File: src/rtl/rr_stream_mux_pkg.sv
// Shared definitions for the round-robin stream multiplexer: mode encoding
// and the select-index width helper.
package rr_stream_mux_pkg;

  localparam logic MODE_RR    = 1'b0;
  localparam logic MODE_FIXED = 1'b1;

  function automatic int sel_w(input int n);
    return (n > 2) ? $clog2(n) : 1;
  endfunction

endpackage

File: src/rtl/rr_stream_mux_arbiter.sv
// One-hot grant generator: round-robin search from ptr, or fixed priority
// with the lowest index winning.
module rr_arbiter
  import rr_stream_mux_pkg::*;
#(
  parameter int N_CH = 8,
  localparam int SEL_W = sel_w(N_CH)
) (
  input  logic [N_CH-1:0]  req,
  input  logic [SEL_W-1:0] ptr,
  input  logic             mode,
  output logic [N_CH-1:0]  gnt,
  output logic [SEL_W-1:0] gnt_idx,
  output logic             any
);

  logic [SEL_W-1:0] start;
  logic [N_CH-1:0]  req_hi;
  logic [N_CH-1:0]  pick;

  // Requests at or above the start point win first; otherwise wrap to the bottom.
  always_comb begin
    start  = (mode == MODE_RR) ? ptr : '0;
    req_hi = '0;
    for (int k = 0; k < N_CH; k++) begin
      req_hi[k] = req[k] && (SEL_W'(k) >= start);
    end
    pick    = (|req_hi) ? req_hi : req;
    gnt     = '0;
    gnt_idx = '0;
    for (int k = N_CH - 1; k >= 0; k--) begin
      if (pick[k]) begin
        gnt     = '0;
        gnt[k]  = 1'b1;
        gnt_idx = SEL_W'(k);
      end
    end
  end

  assign any = |req;

endmodule

File: src/rtl/rr_stream_mux.sv
// N-channel valid/ready stream multiplexer with a single registered output
// stage, selectable round-robin or fixed-priority arbitration.
module rr_stream_mux
  import rr_stream_mux_pkg::*;
#(
  parameter int N_CH  = 8,
  parameter int WIDTH = 8,
  localparam int SEL_W = sel_w(N_CH)
) (
  input  logic                  clk,
  input  logic                  rst_n,
  input  logic [N_CH*WIDTH-1:0] in_data,
  input  logic [N_CH-1:0]       in_valid,
  output logic [N_CH-1:0]       in_ready,
  input  logic                  mode,
  output logic [WIDTH-1:0]      out_data,
  output logic [SEL_W-1:0]      out_sel,
  output logic                  out_valid,
  input  logic                  out_ready
);

  logic [SEL_W-1:0] ptr;
  logic [SEL_W-1:0] ptr_nxt;
  logic [N_CH-1:0]  gnt_p0;
  logic [SEL_W-1:0] idx_p0;
  logic             any_p0;
  logic [WIDTH-1:0] data_p0;
  logic             ld;

  logic [WIDTH-1:0] data_p1;
  logic [SEL_W-1:0] sel_p1;
  logic             vld_p1;

  // p0: arbitration and data selection
  rr_arbiter #(
    .N_CH (N_CH)
  ) u_arb (
    .req     (in_valid),
    .ptr     (ptr),
    .mode    (mode),
    .gnt     (gnt_p0),
    .gnt_idx (idx_p0),
    .any     (any_p0)
  );

  always_comb begin
    data_p0 = '0;
    for (int k = 0; k < N_CH; k++) begin
      data_p0 = data_p0 | (in_data[k*WIDTH +: WIDTH] & {WIDTH{gnt_p0[k]}});
    end
  end

  assign ld       = !vld_p1 || out_ready;
  assign in_ready = (ld && rst_n) ? gnt_p0 : '0;
  assign ptr_nxt  = (idx_p0 == SEL_W'(N_CH - 1)) ? '0 : idx_p0 + SEL_W'(1);

  // p1: output register and round-robin pointer
  always_ff @(posedge clk or negedge rst_n) begin
    if (!rst_n) begin
      vld_p1  <= 1'b0;
      data_p1 <= '0;
      sel_p1  <= '0;
      ptr     <= '0;
    end else if (ld) begin
      vld_p1 <= any_p0;
      if (any_p0) begin
        data_p1 <= data_p0;
        sel_p1  <= idx_p0;
        ptr     <= ptr_nxt;
      end
    end
  end

  assign out_data  = data_p1;
  assign out_sel   = sel_p1;
  assign out_valid = vld_p1;

endmodule

File: config.mk
export PLATFORM = sky130hd
export DESIGN_NAME = rr_stream_mux
export DESIGN_NICKNAME = d
export VERILOG_FILES = /design/src/rtl/rr_stream_mux_pkg.sv /design/src/rtl/rr_stream_mux_arbiter.sv /design/src/rtl/rr_stream_mux.sv
export SDC_FILE = /design/constraint.sdc
export NUM_CORES = 1
export LEC_CHECK = 0
export BUFFER_PORTS_ARGS = -buffer_cell sky130_fd_sc_hd__clkbuf_2
export CAP_MARGIN = 20
export CORE_MARGIN = 5
export CORE_UTILIZATION = 41
export CTS_BUF_LIST = sky130_fd_sc_hd__clkbuf_16
export DETAILED_ROUTE_END_ITERATION = 8
export HOLD_SLACK_MARGIN = 0.1
export PLACE_DENSITY = 0.9
export SETUP_SLACK_MARGIN = 0.3
export SLEW_MARGIN = 0
export SYNTH_ARGS = -nofsm -noshare
export SYNTH_HDL_FRONTEND = slang
export SYNTH_SLANG_ARGS = --single-unit
File: constraint.sdc
create_clock -name clk -period 3.6 [get_ports clk]
set_input_delay 0.36 -clock clk [delete_from_list [all_inputs] [get_ports clk]]
set_output_delay 0.36 -clock clk [all_outputs]
set_load 0.02 [all_outputs]
After elaboration in Yosys (flattened, before gate mapping)
Index checks and enable logic that the tools add are counted.
{ "totals": {"elab_cells": 63, "reg_bits": 15, "out_inout_bits": 20} }
{ "op_classes": {"bitwise_logic": 15, "eq_ne": 1, "muxes": 20, "n_reduce_logical": 14, "add_sub_neg": 1, "n_lt_le_gt_ge": 8} }
{ "op_table": {"columns": ["op", "n"], "rows": [
  ["$mux W8", 10],
  ["$and A8 B8 Y8", 8],
  ["$or A8 B8 Y8", 7],
  ["$mux W3", 10],
  ["$reduce_or A8 Y1", 2],
  ["$ge A3 B3 Y1 const A", 4],
  ["$logic_and A1 B1 Y1", 9],
  ["$ge A1 B3 Y1 const A", 2],
  ["$ge A2 B3 Y1 const A", 2],
  ["$add A3 B1 Y3 const B", 1],
  ["$eq A3 B3 Y1 const B", 1],
  ["$reduce_and A2 Y1", 1],
  ["$logic_not A1 Y1", 1],
  ["$logic_or A1 B1 Y1", 1]
]} }

Depth between registers and ports, before layout
Gate-level depths: netlist of the first run.
{ "depth": {"ltp_word": 21, "mapped_depth": 12, "mapped_depth_nobuf": 11} }

By module
From an unflattened synthesis of the first run, not the netlist that was laid out.
{ "hier_totals": {"hier_cells": 166, "hier_area_um2": 1561.5} }
{ "modules_own_cells": {"columns": ["mod", "cells_each", "seq_area_each_um2", "area_per_inst_um2", "instances"], "rows": [
  ["rr_stream_mux", 93, 375.4, 1052.3, 1],
  ["rr_arbiter", 73, 0.0, 509.2, 1]
]} }

Least setup slack after synthesis of the first run
Ideal clock, no wire load.
{ "synth_timing": {"path_type": "reg2out", "start": "reg ptr[0]", "end": "out in_ready[7]", "slack_ns": 0.906, "n_path_buf": 1, "path_stages_with_launch": 9, "t_arrival_ns": 2.334, "t_required_ns": 3.240, "path_cell_list": "dfrtp_1 -> and2b_1 -> o211ai_1 -> a221o_1 -> o31ai_4 -> and4b_4 -> and4_1 -> clkbuf_1 -> nor2b_1"} }
{ "synth_between": {"elab_chain_len": 14, "word_cells_on_any_way": 28} }
{ "synth_lines": {"columns": ["element", "line_no", "source"], "rows": [
  ["start, declared", "rr_stream_mux.sv:22", "logic [SEL_W-1:0] ptr;"],
  ["start signal, assigned", "rr_stream_mux.sv:69", "ptr <= ptr_nxt;"],
  ["$mux W3 *", "rr_stream_mux_arbiter.sv:23", "start = (mode == MODE_RR) ? ptr : '0;"],
  ["$ge A1 B3 Y1, or another cell as far along", "rr_stream_mux_arbiter.sv:26", "req_hi[k] = req[k] && (SEL_W'(k) >= start);"],
  ["$logic_and A1 B1 Y1", "rr_stream_mux_arbiter.sv:26", null],
  ["$reduce_or A8 Y1", "rr_stream_mux_arbiter.sv:28", "pick = (|req_hi) ? req_hi : req;"],
  ["$mux W8 *", "rr_stream_mux_arbiter.sv:28", null],
  ["$mux W8 (7 in a row)", "rr_stream_mux_arbiter.sv:32", "if (pick[k]) begin"],
  ["$mux W8 *", "rr_stream_mux_arbiter.sv:32", null],
  ["$mux W8 *", "rr_stream_mux.sv:54", "assign in_ready = (ld && rst_n) ? gnt_p0 : '0;"],
  ["end, declared", "rr_stream_mux.sv:14", "output logic [N_CH-1:0] in_ready,"]
]} }
Every way passes the cells marked *; elsewhere a longest branch is shown, timed or not.

Worst setup path in the final report of the first run
{ "layout_timing": {"start": "reg ptr[0]", "end": "out in_ready[3]"} }
{ "layout_between": {"elab_chain_len": 13, "word_cells_on_any_way": 27} }
{ "layout_lines": {"columns": ["element", "line_no"], "rows": [
  ["$mux W3 *", "rr_stream_mux_arbiter.sv:23"],
  ["$ge A1 B3 Y1, or another cell as far along", "rr_stream_mux_arbiter.sv:26"],
  ["$logic_and A1 B1 Y1", "rr_stream_mux_arbiter.sv:26"],
  ["$reduce_or A8 Y1", "rr_stream_mux_arbiter.sv:28"],
  ["$mux W8 *", "rr_stream_mux_arbiter.sv:28"],
  ["$mux W8 (6 in a row)", "rr_stream_mux_arbiter.sv:32"],
  ["$mux W8 *", "rr_stream_mux_arbiter.sv:32"],
  ["$mux W8 *", "rr_stream_mux.sv:54"]
]} }
Marks and branches as above.

==> run metrics, run 1 <==
outcome finished clean; Post-Synth XOR/XNOR Area 0.6452%; Pwr Density 438.3 nW/um^2; Post-synth top cells nor2_1, nand2_1, dfrtp_1; worst-path cell chain nand2b_1 -> o211ai_1 -> a221oi_2 -> o21ai_1 -> nor4bb_2 -> nor2b_1 -> clkbuf_2; number of H-tree levels 1; antenna violations before repair 0; postcts setup bufs 0; worst hold path class in -> reg; Pleak 0.9579 nW; Remaining DRCs 0; flops & latches, synth 15; Root Buffer clkbuf_16; WL final 5405 um; fmax 312.2 MHz; Initial Utilization 43.75%; clk sinks 15; dpl cell area 1883 sq um; Rows 20; fraction of the yosys area taken by sequential cells 27.65%; vias 1775; I/O pin count 96; Pins Over Slew Limit 0; Layout fillers 290; critical path class reg -> out; Final Skew 0.002394 ns; Hold Slack 0.4048 ns; Synth area leader dfrtp_1; Critical Path Source Type flip-flop; yosys warns 0; gr ovfl total 0; drt pass-1 iters 6; crit path max-delay cell type a221oi_2; nets 337; largest family of logic cells by synthesized area compound AO/OA/AOI/OAI gates; post-synthesis mux area share 0%; register area 375.4 sq um; area occupied by multi-input gates 937.1 sq um; r2r endpoint out_data[6]; Crit path largest cell delay 0.59 ns; CTS buffer count 3; max cap viols 0; final setup fails 0; largest net degree at the start of global routing 18; most frequent cell after synthesis nor2_1; crit-path max FO 8; RR Startpoint ptr[0]; synthesis-to-layout area growth 45.44%; Rel. slew slack 59.95%; vias in the first global route 1651; Synth Area in Compound Gates 40.46%; proportion of netlist area held by the largest area contributor 27.65%; final instance area 1974 sq um; routability cong. 0.8960; Synth Cell Area 1358 sq um; wire length per cell 17.84 um; Post-synth ARST share 100.0%; Hold Path Origin in_valid[4]; core area 3103 sq um; Die ar. 4562 sq um; CTS tree yes; VDD IR max 0.2706 mV; r2r setup slk 0.68 ns; Critical Path AT 2.84 ns; Final ANT Viol Nets 0; share of cells above drive strength 1 43.24%; Worst setup EP type output pin; worst slew pin tran 0.6007 ns; maximum buffer depth of the clock tree 2; first-pass GRT wire length 7776 um; die extent in x 67.54 um; WHS Path Cells 3; Clk pin slew, worst setup/hold paths 0.05 ns; Synth Instances 165; post-synthesis simple-gate area fraction 26.45%; adder-cell share of the synthesized area 0.9217%; # diodes 0; Global Route Usage Sum 22.31%; Die Y-Extent 67.54 um; post-synth net total 242; Fin. Hold Viols 0; drt via density 5.858; Hold Path Sink out_valid; Top FF cell, synth dfrtp_1; Critical Path RT 3.24 ns; Detailed Place HPWL 4197 um; period utilization 88.98%; Tmin final 3.203 ns; Synth area leaders dfrtp_1, a221o_1, a222oi_1, a22o_1, nor2_1; Unique masters post-synth 44; Post-synth EDFFs 0; worst skew pair latency 0.25 ns; TNS Setup 0 ns; drt first-iter violations 168; RSZ-0062 raised after global routing true; Avg Inst Size Synth 8.228 sq um; Port Buf Inserts 95; worst r2r path cells 9
==> sequential cells by signal, indices dropped and copies added, names as in the netlist <==
| signal | flops |
|---|---|
| out_data | 8 |
| out_sel | 3 |
| out_valid | 1 |
| ptr | 3 |
==> logic make-up (layout without fill, tap and decap cells) <==
family	Yosys count	after routing
xor+xnor	1	1
buf+inv	13	107
simple gates	66	66
flops	15	15
compound gates	69	69
fa+ha+maj	1	1
==> cells in the final DEF (no fill, tap or decap), types with 3 or more instances in the layout <==
master	synthesis	routed
a211oi_1	8	8
a21oi_1	12	12
a221o_1	9	9
a222oi_1	8	8
a22o_1	8	8
and2_1	3	3
and3_1	3	3
buf_4	0	4
clkbuf_16	0	3
clkbuf_2	0	95
dfrtp_1	15	15
inv_1	3	3
nand2_1	16	16
nand2b_1	4	4
nor2_1	18	18
nor2b_1	7	7
o21ai_0	5	5
==> how the worst max path moves through the flow <==
stage             endpoint  cells after the start    from  slack (ns)
6_report       in_ready[3]                      7  ptr[0]        0.40
2_1_floorplan  in_ready[7]                      8  ptr[0]        0.91
5_1_grt        in_ready[3]                      7  ptr[0]        0.28
3_3_place_gp   in_ready[7]                      9    mode        0.69
4_1_cts        in_ready[3]                      7  ptr[2]        0.43
3_5_place_dp   in_ready[3]                      8    mode        0.65
==> stage by stage <==
stage	total power, mW	std cells	util [%]	worst slack (ns)
3_3_place_gp	0.6291	298	60.69	0.6899
2_1_floorplan	0.4923	165	-	0.9059
4_1_cts	0.8611	303	63.59	0.4314
6_report	0.8654	303	63.63	0.3966
3_5_place_dp	0.6322	298	60.69	0.6494
5_1_grt	0.9116	303	63.63	0.2757
==> report_power, final <==
part | switching, mW | internal, mW | leakage [nW] | total [mW]
clock network | 0.0764 | 0.149 | 0.0409 | 0.225
logic | 0.222 | 0.166 | 0.743 | 0.389
registers | 0.0431 | 0.208 | 0.175 | 0.252
total | 0.342 | 0.523 | 0.958 | 0.865
==> critical path, delay by kind of cell (launching register included) <==
family / cells / cell delay (ns)
AOI/OAI and AO/OA: 3 / 0.96
DFF: 1 / 0.48
buffers and inverters: 1 / 0.18
and+or+nand+nor: 3 / 0.96
==> per-layer routing <==
layer | global-route usage (%) | part of all wire (%)
met5 | 0 | 0
met4 | 3.797 | 0.54
met3 | 5.324 | 13
met2 | 40.70 | 49
met1 | 26.56 | 37
==> cell type report <==
type	count	area share (%)
inverter	3	0.5703
clock buffer	3	3.802
sequential	15	19.01
tap	44	2.788
multi-input combinational	137	47.47
timing repair buffer	100	26.11
clock inverter	1	0.2535
==> what timing repair did <==
item                                    in CTS  in global routing
gates resized for setup                      0                  1
endpoints found under the setup margin       0                  4
hold endpoints to repair                    15                  0
hold buffers                                 1                  0
Note: power is estimated with default switching activity, not from simulation.
==> run 2: changes to the inputs <==
--- a/config.mk
+++ b/config.mk
@@ -5,14 +5,15 @@
 export SDC_FILE = /design/constraint.sdc
 export NUM_CORES = 1
 export LEC_CHECK = 0
+export ABC_AREA = 1
 export BUFFER_PORTS_ARGS = -buffer_cell sky130_fd_sc_hd__clkbuf_2
 export CAP_MARGIN = 20
 export CORE_MARGIN = 5
-export CORE_UTILIZATION = 41
+export CORE_UTILIZATION = 44
 export CTS_BUF_LIST = sky130_fd_sc_hd__clkbuf_16
 export DETAILED_ROUTE_END_ITERATION = 8
 export HOLD_SLACK_MARGIN = 0.1
-export PLACE_DENSITY = 0.9
+export PLACE_DENSITY = 0.91
 export SETUP_SLACK_MARGIN = 0.3
 export SLEW_MARGIN = 0
 export SYNTH_ARGS = -nofsm -noshare
==> run 2 against run 1 <==
Against the previous run:
- routed wire length is 3.0% higher
- die area is 11% higher
- critical path depth up 7
- fmax is 12% higher
- register-to-register slack better by 0.44 ns
- sequential cell count unchanged
- global-route usage increased by 0.66 points
- design area rose by 13%
- non-clock buffer count shrank 3
- total power up 12%
==> run metrics, run 2 <==
Synth Cell Area 1638 sq um; Synth Instances 278; drt first-iter violations 179; final setup fails 0; Post-synth top cells nand2_1, nor2_1, nand3_1; TNS Setup 0 ns; yosys warns 0; worst hold path class in -> reg; Remaining DRCs 0; flops & latches, synth 15; vias 2140; share of cells above drive strength 1 34.32%; RSZ-0062 raised after global routing false; VDD IR max 0.2186 mV; worst slew pin tran 0.4358 ns; fraction of the yosys area taken by sequential cells 22.92%; outcome finished clean; Detailed Place HPWL 4671 um; Worst setup EP type output pin; Root Buffer clkbuf_16; worst r2r path cells 17; Rows 22; Hold Slack 0.3961 ns; Rel. slew slack 70.94%; Pins Over Slew Limit 0; CTS buffer count 3; Initial Utilization 45.08%; Top FF cell, synth dfrtp_1; most frequent cell after synthesis nand2_1; Synth area leaders dfrtp_1, nand2_1, nand3_1, nor2_1, a21oi_1; commonest non-fill, non-tap cell in the layout clkbuf_2; first-pass GRT wire length 9466 um; fmax 348.4 MHz; vias in the first global route 2076; Die Y-Extent 71.01 um; Port Buf Inserts 95; Final ANT Viol Nets 0; Fin. Hold Viols 0; routability cong. 0.9664; Util after Layout 61.40%; Post-CTS Resized 0; Clk pin slew, worst setup/hold paths 0.05 ns; synthesis-to-layout area growth 36.21%; die extent in x 71.01 um; period utilization 79.74%; most used routing layer met2; most frequent cells in the layout clkbuf_2, nand2_1, nor2_1; worst skew pair latency 0.25 ns; number of H-tree levels 1; wire length per cell 13.22 um; GR met2 Demand/Resource 37.59%; WL final 5567 um; Unique masters post-synth 26; Finished Layout Cells 421; max cap viols 0; antenna violations before repair 0; largest net degree at the start of global routing 23; dpl cells 416; Global Route Usage Sum 22.97%; postcts setup bufs 0; Final Skew 0.002377 ns; drt via density 5.083; Layout fillers 366; proportion of netlist area held by the largest area contributor 22.92%; Tmin final 2.871 ns; PnR Total Power 0.9729 mW; drt pass-1 iters 4; M3 GR Usage 4.972%; gr ovfl total 0; Critical Path RT 3.24 ns; I/O pin count 96; # diodes 0; Critical Path AT 2.51 ns; Critical Path Source Type flip-flop; Synth area leader dfrtp_1; Pwr Density 436.1 nW/um^2; CTS tree yes; Post-synth EDFFs 0; Die ar. 5042 sq um; Avg Inst Size Synth 5.891 sq um; nets 451; crit-path max FO 19; clk sinks 15; maximum buffer depth of the clock tree 2; core area 3633 sq um; Pleak 1.288 nW; critical path class reg -> out; max reg flops 8; met1 GRT Util 29.70%; Post-synth ARST share 100.0%; post-synth net total 355; WHS Path Cells 4
run 2: cell count changes after synthesis, sizes merged, moves of 6 or more:
cell,change
a22o,-8
a222oi,-8
nor2,+42
a221o,-9
nor2b,-8
nand2,+84
inv,+19
a211oi,-8
a21oi,+6
nand3,+40
run 2: kinds of logic (layout without fill, tap and decap cells):
logic type,count (synthesis),in the layout,synth area share [%]
adder cells (fa/ha/maj),1,1,0.7638
AO/OA/AOI/OAI,25,25,8.098
AND/OR/NAND/NOR,209,209,60.73
buffers and inverters,28,123,7.486
flip-flops,15,15,22.92
run 2: worst paths after layout:
kind	slack, ns	endpoint	startpoint
worst max-delay path	0.73	in_ready[4]	ptr[2]
worst min-delay path	0.40	out_valid	out_ready
worst max register to register	1.12	ptr[2]	ptr[2]
worst min register to register	0.49	out_sel[2]	out_sel[2]
max in group asynchronous	2.71	out_valid	rst_n
min in group asynchronous	0.59	out_data[2]	rst_n
run 2: cell type report:
| class | count | area [sq um] | area share, % |
|---|---|---|---|
| Tap cell | 48 | 60.06 | 2.692 |
| Sequential cell | 15 | 375.4 | 16.83 |
| Clock buffer | 3 | 75.07 | 3.365 |
| Clock inverter | 1 | 5.005 | 0.2243 |
| Timing Repair Buffer | 97 | 493.0 | 22.10 |
| Inverter | 22 | 82.58 | 3.702 |
| Multi-Input combinational cell | 235 | 1140 | 51.09 |
run 2: stage by stage:
| stage | cell area [sq um] | setup slack [ns] |
|---|---|---|
| after floorplan | 1638 | 1.418 |
| after global placement | 2141 | 1.074 |
| after detailed placement | 2141 | 0.9946 |
| after CTS | 2231 | 0.7689 |
| after global routing | 2231 | 0.4891 |
| final | 2231 | 0.7295 |
run 2: report_power, final:
part | total (mW) | switching [mW] | internal, mW
combinational | 0.501 | 0.334 | 0.166
clock | 0.219 | 0.0709 | 0.148
sequential | 0.253 | 0.0373 | 0.215
total | 0.973 | 0.443 | 0.530
run 2: layer usage:
metal	vias to the layer above	part of all wire [%]
met3	10	8.6
met4	0	2.0
met5	-	0
li1	1085	-
met2	107	48
met1	938	41
run 2: timing repair:
action | CTS | global route
hold buffers | 1 | 0
endpoints found under the hold margin | 15 | 0
setup endpoints to repair | 0 | 0
run 2: critical path: stages, from the launching register on:
cell      delay [ns]
dfrtp_1         0.44
inv_2           0.10
nor2_2          0.04
nor2_1          0.12
nand2_2         0.08
nand2_2         0.08
nor2_4          0.06
nand3_1         0.07
nand2_1         0.24
inv_1           0.20
nand2_2         0.12
nor2_8          0.23
nand2_2         0.15
nor2_1          0.15
clkbuf_2        0.19
==> run 3: changes to the inputs <==
--- a/config.mk
+++ b/config.mk
@@ -5,15 +5,15 @@
 export SDC_FILE = /design/constraint.sdc
 export NUM_CORES = 1
 export LEC_CHECK = 0
-export ABC_AREA = 1
+export ABC_AREA = 0
 export BUFFER_PORTS_ARGS = -buffer_cell sky130_fd_sc_hd__clkbuf_2
 export CAP_MARGIN = 20
 export CORE_MARGIN = 5
-export CORE_UTILIZATION = 44
+export CORE_UTILIZATION = 37
 export CTS_BUF_LIST = sky130_fd_sc_hd__clkbuf_16
 export DETAILED_ROUTE_END_ITERATION = 8
 export HOLD_SLACK_MARGIN = 0.1
-export PLACE_DENSITY = 0.91
+export PLACE_DENSITY = 0.86
 export SETUP_SLACK_MARGIN = 0.3
 export SLEW_MARGIN = 0
 export SYNTH_ARGS = -nofsm -noshare
==> constraint.sdc (replaced) <==
create_clock -name clk -period 2.36 [get_ports clk]
set_input_delay 0.236 -clock clk [delete_from_list [all_inputs] [get_ports clk]]
set_output_delay 0.236 -clock clk [all_outputs]
set_load 0.02 [all_outputs]
==> run 3 against run 2 <==
Against the previous run:
- the flow now finishes with violations (negative setup slack)
- first-iteration DRC count fell by 3.9%
- clock-buffer cell count did not move
- clock power rose by 50%
- utilization rose by 16 points
- design area rose by 24%
- critical path type unchanged
- largest power group unchanged
- highest routed layer unchanged
==> run metrics, run 3 (synthesis gave the netlist of run 1 again) <==
first-pass GRT wire length 10230 um; Die Y-Extent 70.57 um; Pwr Density 617.5 nW/um^2; Rel. slew slack 57.45%; Util after Layout 76.96%; Critical Path Source Type flip-flop; register area 376.6 sq um; Rows 22; VDD IR max 0.4023 mV; worst slew pin tran 0.6367 ns; critical path class reg -> out; commonest non-fill, non-tap cell in the layout clkbuf_2; Pins Over Slew Limit 0; # diodes 0; Critical Path AT 2.51 ns; max cap viols 0; die extent in x 70.57 um; wire length per cell 20.17 um; antenna violations before repair 0; PnR Total Power 1.714 mW; Clk pin slew, worst setup/hold paths 0.05 ns; share of cells above drive strength 1 64.63%; Root Buffer clkbuf_16; area occupied by multi-input gates 1182 sq um; drt pass-1 iters 8; nets 389; core area 3606 sq um; synthesis-to-layout area growth 104.4%; Final ANT Viol Nets 0; gr ovfl total 0; clk sinks 15; Fin. Hold Viols 0; Global Route Usage Sum 25.46%; fmax 363.8 MHz; final instance area 2775 sq um; drt first-iter violations 172; Tmin final 2.749 ns; Layout fillers 241; dpl cell area 2200 sq um; CTS tree yes; RSZ-0062 raised after global routing true; most frequent cells in the layout clkbuf_2, buf_4, nor2_1; WL final 7240 um; number of H-tree levels 1; Critical Path RT 2.12 ns; outcome finished, violations left; Initial Utilization 37.65%; Pleak 1.306 nW; maximum buffer depth of the clock tree 2; vias 2131; routability cong. 0.9748; Final Skew 0.001329 ns; DP Worst Slack -0.1906 ns; worst hold path class in -> reg; CTS buffer count 3; drt via density 5.936; Die ar. 4980 sq um; vias in the first global route 2140; Worst setup EP type output pin; max reg flops 8; I/O pin count 96; failing checks negative setup slack; setup ws final -0.3886 ns; worst skew pair latency 0.24 ns; Port Buf Inserts 95; final setup fails 20; Detailed Place HPWL 4656 um; Hold Slack 0.2895 ns; Remaining DRCs 0; largest net degree at the start of global routing 17; crit-path max FO 4; period utilization 116.5%
-- run 3: final timing paths --
path	from	cells after the start	end	slack [ns]
setup / recovery	ptr[0]	9	in_ready[6]	-0.39
hold / removal	in_data[59]	3	out_data[3]	0.29
setup reg to reg	ptr[2]	9	out_data[0]	-0.34
hold reg to reg	out_sel[0]	2	out_sel[0]	0.47
max in group asynchronous	rst_n	3	ptr[2]	1.64
min in group asynchronous	rst_n	3	out_data[6]	0.52
-- run 3: final cells by class --
| type | instances | share of cell area (%) |
|---|---|---|
| multi-input combinational | 137 | 42.61 |
| timing repair buffer | 152 | 38.41 |
| sequential | 15 | 13.57 |
| clock buffer | 3 | 2.705 |
| tap | 48 | 2.164 |
| inverter | 3 | 0.4058 |
| clock inverter | 1 | 0.1353 |
-- run 3: timing repair --
action                                 in CTS  in global routing
setup endpoints to repair                  21                 22
cloned                                      0                  1
gates resized for setup                    45                 31
buffers inserted                           10                 11
pin swaps                                  32                 22
hold buffers                                1                  0
endpoints found under the hold margin      15                  0
-- run 3: report_power, final --
group / internal [mW] / switching, mW
clock: 0.225 / 0.105
sequential: 0.320 / 0.0530
combinational: 0.511 / 0.501
total: 1.06 / 0.659
-- run 3: metal layers --
| layer | up-vias | track usage [%] | wire, um |
|---|---|---|---|
| li1 | 953 | - | - |
| met1 | 1017 | 26.20 | 2545 |
| met2 | 129 | 46.57 | 3764 |
| met3 | 32 | 6.534 | 631 |
| met4 | 0 | 14.41 | 298 |
| met5 | - | 0 | 0 |
-- run 3: critical path, cell delays in order (launching register included) --
cell	delay [ns]
dfrtp_1	0.41
and2b_1	0.19
o211ai_1	0.28
a221oi_2	0.16
buf_4	0.17
o31a_1	0.28
o22ai_2	0.23
and3_4	0.27
nor2b_4	0.17
buf_8	0.12
-- run 3: per-stage QoR --
step	setup TNS, ns	std cells
5_1_grt	-7.660	359
3_5_place_dp	-2.010	332
2_1_floorplan	-0.9616	165
6_report	-5.573	359
3_3_place_gp	-0.8937	332
4_1_cts	-3.549	347
